===== config.mk =====
export PLATFORM = sky130hd
export DESIGN_NAME = heartbeat_pulse_gen_flat
export DESIGN_NICKNAME = d
export VERILOG_FILES = /design/src/rtl/heartbeat_pkg.sv /design/src/rtl/heartbeat_pulse_gen_if.sv /design/src/rtl/heartbeat_period_slew.sv /design/src/rtl/heartbeat_pulse_gen.sv /design/src/flat_wrapper.sv
export SDC_FILE = /design/constraint.sdc
export NUM_CORES = 1
export LEC_CHECK = 0
export BUFFER_PORTS_ARGS = -buffer_cell sky130_fd_sc_hd__buf_4
export CAP_MARGIN = 20
export CORE_MARGIN = 4
export CORE_UTILIZATION = 48
export DETAILED_ROUTE_END_ITERATION = 10
export PLACE_DENSITY = 0.65
export SYNTH_ARGS = -nofsm -noshare
export SYNTH_HDL_FRONTEND = slang
export SYNTH_SLANG_ARGS = --single-unit
export TNS_END_PERCENT = 100

===== constraint.sdc =====
create_clock -name clk -period 11.2 [get_ports clk]
set_clock_uncertainty 0.15 [all_clocks]
set_input_delay 1.68 -clock clk [delete_from_list [all_inputs] [get_ports clk]]
set_output_delay 1.68 -clock clk [all_outputs]
set_load 0.01 [all_outputs]

===== src/rtl/heartbeat_pkg.sv =====
`default_nettype none
// ============================================================================
// Module      : heartbeat_pkg
// Description : Shared level encodings, FSM state type, default timing
//               constants and a clamp helper for the heartbeat pulse generator.
// Revision    : 1.0 - initial release
// ============================================================================
package heartbeat_pkg;

    localparam logic [1:0] HB_CALM    = 2'd0;
    localparam logic [1:0] HB_NORMAL  = 2'd1;
    localparam logic [1:0] HB_EXCITED = 2'd2;
    localparam logic [1:0] HB_RACING  = 2'd3;

    typedef enum logic [1:0] {
        ST_IDLE     = 2'd0,
        ST_SYSTOLE  = 2'd1,
        ST_DIASTOLE = 2'd2
    } hb_state_t;

    localparam int c_DEF_LEVEL_W     = 2;
    localparam int c_DEF_PERIOD_W    = 16;
    localparam int c_DEF_BASE_PERIOD = 1000;
    localparam int c_DEF_STEP        = 150;
    localparam int c_DEF_SLEEP_EXTRA = 400;
    localparam int c_DEF_MIN_PERIOD  = 100;
    localparam int c_DEF_SLEW_STEP   = 25;
    localparam int c_DEF_PULSE_LEN   = 40;

    function automatic int clamp_period(input int p, input int lo, input int hi);
        if (p < lo)
            return lo;
        else if (p > hi)
            return hi;
        else
            return p;
    endfunction

endpackage
`default_nettype wire


===== src/rtl/heartbeat_pulse_gen_if.sv =====
`default_nettype none
// ============================================================================
// Module      : heartbeat_pulse_gen_if
// Description : Control inputs and beat outputs of the heartbeat pulse generator.
// Revision    : 1.0 - initial release
// ============================================================================
interface heartbeat_pulse_gen_if
    import heartbeat_pkg::*;
#(
    parameter int LEVEL_W  = c_DEF_LEVEL_W,
    parameter int PERIOD_W = c_DEF_PERIOD_W
);
    logic                en;
    logic                tick;
    logic [LEVEL_W-1:0]  heartbeat_level;
    logic                sleeping;
    logic                beat;
    logic                beat_led;
    logic [PERIOD_W-1:0] period;
    logic [7:0]          beat_count;

    modport master (
        output en, tick, heartbeat_level, sleeping,
        input  beat, beat_led, period, beat_count
    );

    modport slave (
        input  en, tick, heartbeat_level, sleeping,
        output beat, beat_led, period, beat_count
    );
endinterface
`default_nettype wire


===== src/rtl/heartbeat_period_slew.sv =====
`default_nettype none
// ============================================================================
// Module      : heartbeat_period_slew
// Description : Combinational target-period computation with clamping, and a
//               rate-limited step of the current period toward that target.
// Revision    : 1.0 - initial release
// ============================================================================
module heartbeat_period_slew
    import heartbeat_pkg::*;
#(
    parameter int LEVEL_W     = c_DEF_LEVEL_W,
    parameter int PERIOD_W    = c_DEF_PERIOD_W,
    parameter int BASE_PERIOD = c_DEF_BASE_PERIOD,
    parameter int STEP        = c_DEF_STEP,
    parameter int SLEEP_EXTRA = c_DEF_SLEEP_EXTRA,
    parameter int MIN_PERIOD  = c_DEF_MIN_PERIOD,
    parameter int SLEW_STEP   = c_DEF_SLEW_STEP
) (
    input  wire logic [LEVEL_W-1:0]  i_level,
    input  wire logic                i_sleeping,
    input  wire logic [PERIOD_W-1:0] i_period,
    output logic      [PERIOD_W-1:0] o_next_period
);
    // Two guard bits beyond the level product keep the sum sign-correct before clamping.
    localparam int c_TW = PERIOD_W + LEVEL_W + 2;
    localparam logic signed [c_TW-1:0] c_MIN  = c_TW'(MIN_PERIOD);
    localparam logic signed [c_TW-1:0] c_MAX  = c_TW'((2 ** PERIOD_W) - 1);
    localparam logic [PERIOD_W-1:0]    c_SLEW = PERIOD_W'(SLEW_STEP);

    logic signed [c_TW-1:0] w_raw;
    logic [PERIOD_W-1:0]    w_target;
    logic [PERIOD_W-1:0]    w_up;
    logic [PERIOD_W-1:0]    w_dn;

    always_comb begin
        w_raw = $signed(c_TW'(BASE_PERIOD))
              - $signed(c_TW'(i_level)) * $signed(c_TW'(STEP))
              + (i_sleeping ? $signed(c_TW'(SLEEP_EXTRA)) : $signed(c_TW'(0)));

        if (w_raw < c_MIN)
            w_target = PERIOD_W'(MIN_PERIOD);
        else if (w_raw > c_MAX)
            w_target = '1;
        else
            w_target = w_raw[PERIOD_W-1:0];

        w_up          = w_target - i_period;
        w_dn          = i_period - w_target;
        o_next_period = i_period;
        if (w_target > i_period)
            o_next_period = i_period + ((w_up > c_SLEW) ? c_SLEW : w_up);
        else if (w_target < i_period)
            o_next_period = i_period - ((w_dn > c_SLEW) ? c_SLEW : w_dn);
    end
endmodule
`default_nettype wire


===== src/rtl/heartbeat_pulse_gen.sv =====
`default_nettype none
// ============================================================================
// Module      : heartbeat_pulse_gen
// Description : Tick-timed beat pulse train whose period slews toward a
//               level/sleep dependent target; holds FSM, tick and beat counters.
// Revision    : 1.0 - initial release
// ============================================================================
module heartbeat_pulse_gen
    import heartbeat_pkg::*;
#(
    parameter int LEVEL_W     = c_DEF_LEVEL_W,
    parameter int PERIOD_W    = c_DEF_PERIOD_W,
    parameter int BASE_PERIOD = c_DEF_BASE_PERIOD,
    parameter int STEP        = c_DEF_STEP,
    parameter int SLEEP_EXTRA = c_DEF_SLEEP_EXTRA,
    parameter int MIN_PERIOD  = c_DEF_MIN_PERIOD,
    parameter int SLEW_STEP   = c_DEF_SLEW_STEP,
    parameter int PULSE_LEN   = c_DEF_PULSE_LEN
) (
    input wire logic             clk,
    input wire logic             rst,
    heartbeat_pulse_gen_if.slave hb
);
    localparam logic [PERIOD_W-1:0] c_RESET_PERIOD =
        PERIOD_W'(clamp_period(BASE_PERIOD, MIN_PERIOD, (2 ** PERIOD_W) - 1));
    localparam logic [PERIOD_W-1:0] c_PULSE_LAST = PERIOD_W'(PULSE_LEN - 1);
    localparam logic [PERIOD_W-1:0] c_ONE        = PERIOD_W'(1);

    hb_state_t           r_state, w_state_nxt;
    logic [PERIOD_W-1:0] r_cnt, w_cnt_nxt;
    logic [PERIOD_W-1:0] r_period, w_period_nxt;
    logic [PERIOD_W-1:0] w_slewed;
    logic [7:0]          r_count, w_count_nxt;
    logic                r_beat, w_beat_nxt;
    logic                r_led;

    heartbeat_period_slew #(
        .LEVEL_W     (LEVEL_W),
        .PERIOD_W    (PERIOD_W),
        .BASE_PERIOD (BASE_PERIOD),
        .STEP        (STEP),
        .SLEEP_EXTRA (SLEEP_EXTRA),
        .MIN_PERIOD  (MIN_PERIOD),
        .SLEW_STEP   (SLEW_STEP)
    ) u_slew (
        .i_level       (hb.heartbeat_level),
        .i_sleeping    (hb.sleeping),
        .i_period      (r_period),
        .o_next_period (w_slewed)
    );

    always_comb begin
        w_state_nxt  = r_state;
        w_cnt_nxt    = r_cnt;
        w_period_nxt = r_period;
        w_count_nxt  = r_count;
        w_beat_nxt   = 1'b0;
        if (!hb.en) begin
            w_state_nxt = ST_IDLE;
            w_cnt_nxt   = '0;
        end else if (hb.tick) begin
            if (r_state == ST_IDLE || r_cnt == r_period - c_ONE) begin
                w_state_nxt = ST_SYSTOLE;
                w_cnt_nxt   = '0;
                w_beat_nxt  = 1'b1;
                w_count_nxt = r_count + 8'd1;
                // Leaving IDLE restarts at the retained period without slewing.
                if (r_state != ST_IDLE)
                    w_period_nxt = w_slewed;
            end else begin
                w_cnt_nxt = r_cnt + c_ONE;
                if (r_state == ST_SYSTOLE && r_cnt == c_PULSE_LAST)
                    w_state_nxt = ST_DIASTOLE;
            end
        end
    end

    always_ff @(posedge clk) begin
        if (rst) begin
            r_state  <= ST_IDLE;
            r_cnt    <= '0;
            r_period <= c_RESET_PERIOD;
            r_count  <= '0;
            r_beat   <= 1'b0;
            r_led    <= 1'b0;
        end else begin
            r_state  <= w_state_nxt;
            r_cnt    <= w_cnt_nxt;
            r_period <= w_period_nxt;
            r_count  <= w_count_nxt;
            r_beat   <= w_beat_nxt;
            r_led    <= (w_state_nxt == ST_SYSTOLE);
        end
    end

    assign hb.beat       = r_beat;
    assign hb.beat_led   = r_led;
    assign hb.period     = r_period;
    assign hb.beat_count = r_count;
endmodule
`default_nettype wire

===== src/flat_wrapper.sv =====
// flat-port wrapper written by rule: the top's interface ports become plain ports
module heartbeat_pulse_gen_flat import heartbeat_pkg::*;
#(
    parameter int LEVEL_W     = c_DEF_LEVEL_W,
    parameter int PERIOD_W    = c_DEF_PERIOD_W,
    parameter int BASE_PERIOD = c_DEF_BASE_PERIOD,
    parameter int STEP        = c_DEF_STEP,
    parameter int SLEEP_EXTRA = c_DEF_SLEEP_EXTRA,
    parameter int MIN_PERIOD  = c_DEF_MIN_PERIOD,
    parameter int SLEW_STEP   = c_DEF_SLEW_STEP,
    parameter int PULSE_LEN   = c_DEF_PULSE_LEN
)
  (clk, rst, hb_en, hb_tick, hb_heartbeat_level, hb_sleeping, hb_beat, hb_beat_led, hb_period, hb_beat_count);
  heartbeat_pulse_gen_if #(.LEVEL_W(LEVEL_W), .PERIOD_W(PERIOD_W)) hb_i ();
  input wire logic clk;
  input wire logic rst;
  input wire logic [$bits(hb_i.en)-1:0] hb_en;
  input wire logic [$bits(hb_i.tick)-1:0] hb_tick;
  input wire logic [$bits(hb_i.heartbeat_level)-1:0] hb_heartbeat_level;
  input wire logic [$bits(hb_i.sleeping)-1:0] hb_sleeping;
  output wire logic [$bits(hb_i.beat)-1:0] hb_beat;
  output wire logic [$bits(hb_i.beat_led)-1:0] hb_beat_led;
  output wire logic [$bits(hb_i.period)-1:0] hb_period;
  output wire logic [$bits(hb_i.beat_count)-1:0] hb_beat_count;
  assign hb_i.en = hb_en;
  assign hb_i.tick = hb_tick;
  assign hb_i.heartbeat_level = hb_heartbeat_level;
  assign hb_i.sleeping = hb_sleeping;
  assign hb_beat = hb_i.beat;
  assign hb_beat_led = hb_i.beat_led;
  assign hb_period = hb_i.period;
  assign hb_beat_count = hb_i.beat_count;
  heartbeat_pulse_gen #(.LEVEL_W(LEVEL_W), .PERIOD_W(PERIOD_W), .BASE_PERIOD(BASE_PERIOD), .STEP(STEP), .SLEEP_EXTRA(SLEEP_EXTRA), .MIN_PERIOD(MIN_PERIOD), .SLEW_STEP(SLEW_STEP), .PULSE_LEN(PULSE_LEN)) u_core (.clk(clk), .rst(rst), .hb(hb_i));
endmodule

* Word-level counts from Yosys, hierarchy flattened
Index checks and enable logic that the tools add are counted.
W data, S select, Z words.
** Word-level totals
- Flip-flop bits (word level) :: 44
- Output and inout port bits :: 26
** Operators by class
- Equality and inequality tests :: 4
- Bitwise gates (word level) :: 2
- Magnitude comparators :: 6
- Reductions and logical operators :: 9
- Muxes and demuxes :: 13
- Multipliers :: 1
- Add/sub/neg operators :: 9
** Operators with widths (count)
- $mux W16 :: 7
- $sub A16 B16 Y16 :: 3
- $gt A16 B5 Y1 const B :: 2
- $add A20 B10 Y20 :: 1
- $gt A20 B17 Y1 const B :: 1
- $lt A20 B8 Y1 const B :: 1
- $sub A11 B20 Y20 const A :: 1
- $add A16 B1 Y16 const B :: 1
- $add A16 B16 Y16 :: 1
- $eq A16 B16 Y1 :: 1
- $eq A16 B6 Y1 const B :: 1
- $gt A16 B16 Y1 :: 1
- $lt A16 B16 Y1 :: 1
- $sub A16 B1 Y16 const B :: 1
- $mul A2 B7 Y9 const B :: 1
- $mux W9 :: 1
- $add A8 B1 Y8 const B :: 1
- $mux W2 :: 4
- $reduce_and A5 Y1 :: 1
- $eq A2 B1 Y1 const B :: 2
- $reduce_bool A2 Y1 :: 2
- $reduce_and A3 Y1 :: 1
- $reduce_or A3 Y1 :: 1
- $logic_not A2 Y1 :: 1
- 5 further kinds :: 6

* Logic depth before layout (Yosys ltp)
- Depth after elaboration :: 12
- Gate-level depth with buffers :: 42

* Cells and area by module
From an unflattened synthesis, not the netlist that was laid out.
** Second synthesis, totals
- Cell total of the unflattened synthesis :: 805
- Area, all modules :: 5840.6 um^2
** By module, submodules not included
- heartbeat_period_slew :: sequential area each 0.0 um^2, area each 3444.6 um^2, cells an instance 519, instances 1
- heartbeat_pulse_gen :: sequential area each 880.8 um^2, area each 2396.0 um^2, cells an instance 286, instances 1

* Worst setup path before layout
No wires, ideal clock.
- Path type :: input port to flip-flop
- Start :: input port hb_heartbeat_level[1]
- End :: register u_core.r_period[15], in the netlist u_core.hb.period[15]
- Stages on the path :: 37
- Setup slack :: 1624 ps
- Library setup time :: 60 ps
- Arrival :: 9366 ps
- Cells stage by stage :: inv_1 ha_1 inv_1 ha_1 ha_1 a21oi_1 o31a_1 xnor2_2 o211a_4 buf_6 nand2_1 nand2_1 ha_1 buf_1 nand4_1 nor2_1 a21boi_0 nor2_1 a311o_1 and4b_1 nand4_1 clkbuf_1 or3_2 ha_1 or4_1 a31oi_1 ha_1 o21ai_0 a21boi_0 o211ai_1 a21oi_1 nor3_1 o41ai_1 a31oi_1 nor3b_1 a2111oi_0 and3_1
** Between the ends
- Cells in the longest elaborated chain, start to end :: 12
- Elaborated cells between the ends (all ways) :: 21
- Classes of those cells :: add/sub (6); mul (1); order compare (6); mux (6); reduce/logical (2)
** RTL lines
- from (decl) :: line flat_wrapper.sv:19 : input wire logic [$bits(hb_i.heartbeat_level)-1:0] hb_heartbeat_level;
- $mul A2 B7 Y9 * :: line heartbeat_period_slew.sv:37 : - $signed(c_TW'(i_level)) * $signed(c_TW'(STEP))
- $sub A11 B20 Y20 * :: line heartbeat_period_slew.sv:37
- $add A20 B10 Y20 * :: line heartbeat_period_slew.sv:38 : + (i_sleeping ? $signed(c_TW'(SLEEP_EXTRA)) : $signed(c_TW'(0)));
- $gt A20 B17 Y1 :: line heartbeat_period_slew.sv:42 : else if (w_raw > c_MAX)
- $mux W16 :: line heartbeat_period_slew.sv:42
- $mux W16 * :: line heartbeat_period_slew.sv:40 : if (w_raw < c_MIN)
- $sub A16 B16 Y16 :: line heartbeat_period_slew.sv:48 : w_dn = i_period - w_target;
- $gt A16 B5 Y1 :: line heartbeat_period_slew.sv:53 : o_next_period = i_period - ((w_dn > c_SLEW) ? c_SLEW : w_dn);
- $mux W16 :: line heartbeat_period_slew.sv:53
- $sub A16 B16 Y16 :: line heartbeat_period_slew.sv:53
- $mux W16 :: line heartbeat_period_slew.sv:52 : else if (w_target < i_period)
- $mux W16 :: line heartbeat_period_slew.sv:50 : if (w_target > i_period)
- to (signal assigned) :: line heartbeat_pulse_gen.sv:82 : r_period <= c_RESET_PERIOD;
- to (signal assigned) :: line heartbeat_pulse_gen.sv:89 : r_period <= w_period_nxt;
- to (decl) :: line heartbeat_pulse_gen.sv:31 : logic [PERIOD_W-1:0] r_period, w_period_nxt;
Every way passes the cells marked *; elsewhere a longest branch is shown, timed or not. The select of a mux whose other input is x is not followed.
A chain may end at the register's enable or synchronous reset.

* Worst setup path in the final report
Same ends and word-level chain as after synthesis.

==> metrics.csv <==
metric,value,unit
status,"complete, no violations",
synthesized area,5300,µm²
# H-tree levels,2,
"commonest non-fill, non-tap cell in the layout",nor2_1,
Fill cells,1038,
die area,12800,µm²
CP required,11.31,ns
# port buffers,32,
critical path class,input port to register,
antenna violations before repair,0,
total core area,10800,µm²
CP Depth,37,
hold path depth,2,
area of the multi-input gates,4130,µm²
Total Nets Final,793,
most frequent cells in the layout,"nor2_1 (79), nand2_1 (57), ha_1 (56)",
Die Y,113,µm
Post-synth EDFFs,0,
sequential-to-total area share from yosys stat,16.6,%
Remaining DRCs,0,
Cell Pwr Density,118,nW/µm²
CTS Buffer Depth,2,
Overflow after GRT,0,
n_diodes,0,
Crit Reg-Reg Startpoint,u_core.hb.period[6],
DRT iter0 DRCs,575,
die width,113,µm
max-slew violations,0,
Via density,6.07,
total power,0.000681,W
Layout area overhead,9.04,%
actual slew at the worst max-slew pin,0.940,ns
f_max,0.0950,GHz
global-route usage over all layers,23.5,%
Rel. slew slack,37.2,%
r2r endpoint,u_core.hb.period[15],
Final ANT Viol Nets,0,
routed wire length,15300,µm
initial core utilization,48.9,%
Max Cap Violations,0,
GP Congestion,0.920,
Seq. cell area,881,µm²
Synthesis Warnings,0,
Synth cell types,75,
global-route wire length before repair,24300,µm
Crit-path slowest cell,a2111oi_1,
post-synthesis instance total,712,
Worst path max stage delay,0.52,ns
async set or reset register ratio after synthesis,0,%
root buf cell,clkbuf_8,
I/O pin count,33,
CP Capture Type,register,
Mean Syn Cell Area,7.44,µm²
DR vias,5281,
Final Hold Vio Count,0,
fin crit share,94.0,%
CTS tree,built,
hold_sp,u_core.r_state[1],
Hold Path End,u_core.r_state[1],
Post-CTS Hold Fix Bufs,0,
wire per inst,17.6,µm
CP arrival,10.64,ns
CP bufs+invs,3,
r2r setup slk,3.54,ns
Mapped Nets,776,
pin count of the biggest net entering global routing,28,
total CTS buffers,5,
depth of the most critical reg-to-reg path,26,
clk_lat worst skew,0.32,ns
register bit total from synthesis,44,
CP most frequent cell,ha_1,
clk slew on worst S/H paths,0.09,ns
total clock sinks,44,
Worst Setup Start Kind,input port,
family with the most delay on the worst path,compound AO/OA/AOI/OAI gates,
"IR drop worst, VDD",0.0628,mV
Final setup viols,0,
Hold WC Path Type,register to register,
LEAKAGE,2.49,nW
drt pass-1 iters,5,
dpl hpwl,11600,µm
Final TNS setup,0,ns
post-route core utilization,53.3,%
layout cells sized above 1,10.3,%
row cnt,38,
ys flop type,dfxtp_1,
Tmin final,10.52,ns
vias in the first global route,4668,
peak fanout along the critical path,8,
dpl cells,857,
fin cells,870,
-- what timing repair did --
action,CTS,global route
buffers inserted,0,5
gates resized for setup,0,4
endpoints found under the setup margin,0,3
-- worst reg2reg max path, stage by stage, from the launching register on --
cell       delay (ns)
dfxtp_1          0.63
inv_1            0.18
ha_1             0.32
a21o_1           0.23
a21o_1           0.19
a2111oi_1        0.52
o21ai_0          0.20
a211oi_1         0.30
nand3_1          0.12
a22oi_1          0.14
and4b_1          0.28
nand4_1          0.32
or3_2            0.52
ha_1             0.24
or4_1            0.52
a31oi_1          0.18
ha_1             0.18
o21ai_0          0.14
a21boi_0         0.32
o211ai_1         0.16
a21oi_1          0.20
nor3_1           0.11
o41ai_2          0.43
a31oi_1          0.24
nor3b_1          0.19
a2111oi_0        0.40
and3_1           0.20
-- layer usage --
layer	track usage [%]	wire (µm)	vias to the layer above	part of all wire, %
li1	-	-	2610	-
met1	32.1	7000	2451	46
met2	38.3	6970	191	46
met3	3.26	875	29	5.7
met4	7.13	436	0	2.9
met5	0	0	-	0
-- metrics by stage --
stage	hold slack (ns)	instance area, µm²	worst slack, ns
floorplan	0.289	5300	1.62
global route	0.355	5780	-0.0423
detailed placement	0.311	5600	0.171
CTS	0.327	5710	0.470
finish	0.330	5780	0.677
global placement	0.297	5600	0.701
-- Yosys cell counts, types with 13 or more instances --
cell type  instances  area share, %
nor2_1            79            5.6
nand2_1           57            4.0
ha_1              56             13
a21oi_1           47            4.4
inv_1             46            3.3
dfxtp_1           44             17
xor2_1            35            5.8
xnor2_1           34            5.6
o21ai_0           30            2.8
nand3_1           24            2.3
clkbuf_1          22            1.6
nand4_1           20            2.4
nor3_1            19            1.8
mux2i_1           14            2.6
a21o_1            13            1.8
-- power breakdown --
| part | switching, W | internal (W) | total (W) |
|---|---|---|---|
| Combinational | 0.000232 | 0.000152 | 0.000384 |
| Clock | 0.0000643 | 0.0000673 | 0.000132 |
| Sequential | 0.00000698 | 0.000159 | 0.000166 |
| Total | 0.000303 | 0.000378 | 0.000681 |
-- layout make-up --
class | count | area share, %
Multi-Input combinational cell | 591 | 71.5
Sequential cell | 44 | 15.2
Timing Repair Buffer | 40 | 5.20
Inverter | 47 | 3.05
Tap cell | 140 | 3.03
Clock buffer | 5 | 1.19
Clock inverter | 3 | 0.823
-- worst max-delay path by stage --
stage / start / slack (ns) / to
floorplan: hb_heartbeat_level[1] / 1.62 / u_core.hb.period[15]
global placement: hb_heartbeat_level[1] / 0.70 / u_core.hb.period[15]
detailed placement: hb_heartbeat_level[1] / 0.17 / u_core.hb.period[15]
CTS: hb_heartbeat_level[1] / 0.47 / u_core.hb.period[15]
global route: hb_heartbeat_level[1] / -0.04 / u_core.hb.period[15]
finish: hb_heartbeat_level[1] / 0.68 / u_core.hb.period[15]
-- cells by family after synthesis --
family	count (synthesis)	share of synthesized area, %
flip-flops	44	16.6
AO/OA/AOI/OAI	181	24.2
XOR/XNOR	70	11.7
buffers and inverters	77	5.95
AND/OR/NAND/NOR	267	24.9
multiplexers	16	3.07
adder cells (fa/ha/maj)	57	13.6
-- flip-flops by register name (all words and copies together), names as in the netlist --
name and count:
u_core.hb.beat 1, u_core.hb.beat_count 8, u_core.hb.beat_led 1, u_core.hb.period 16, u_core.r_cnt 16, u_core.r_state 2
Note: power is estimated with default switching activity, not from simulation.
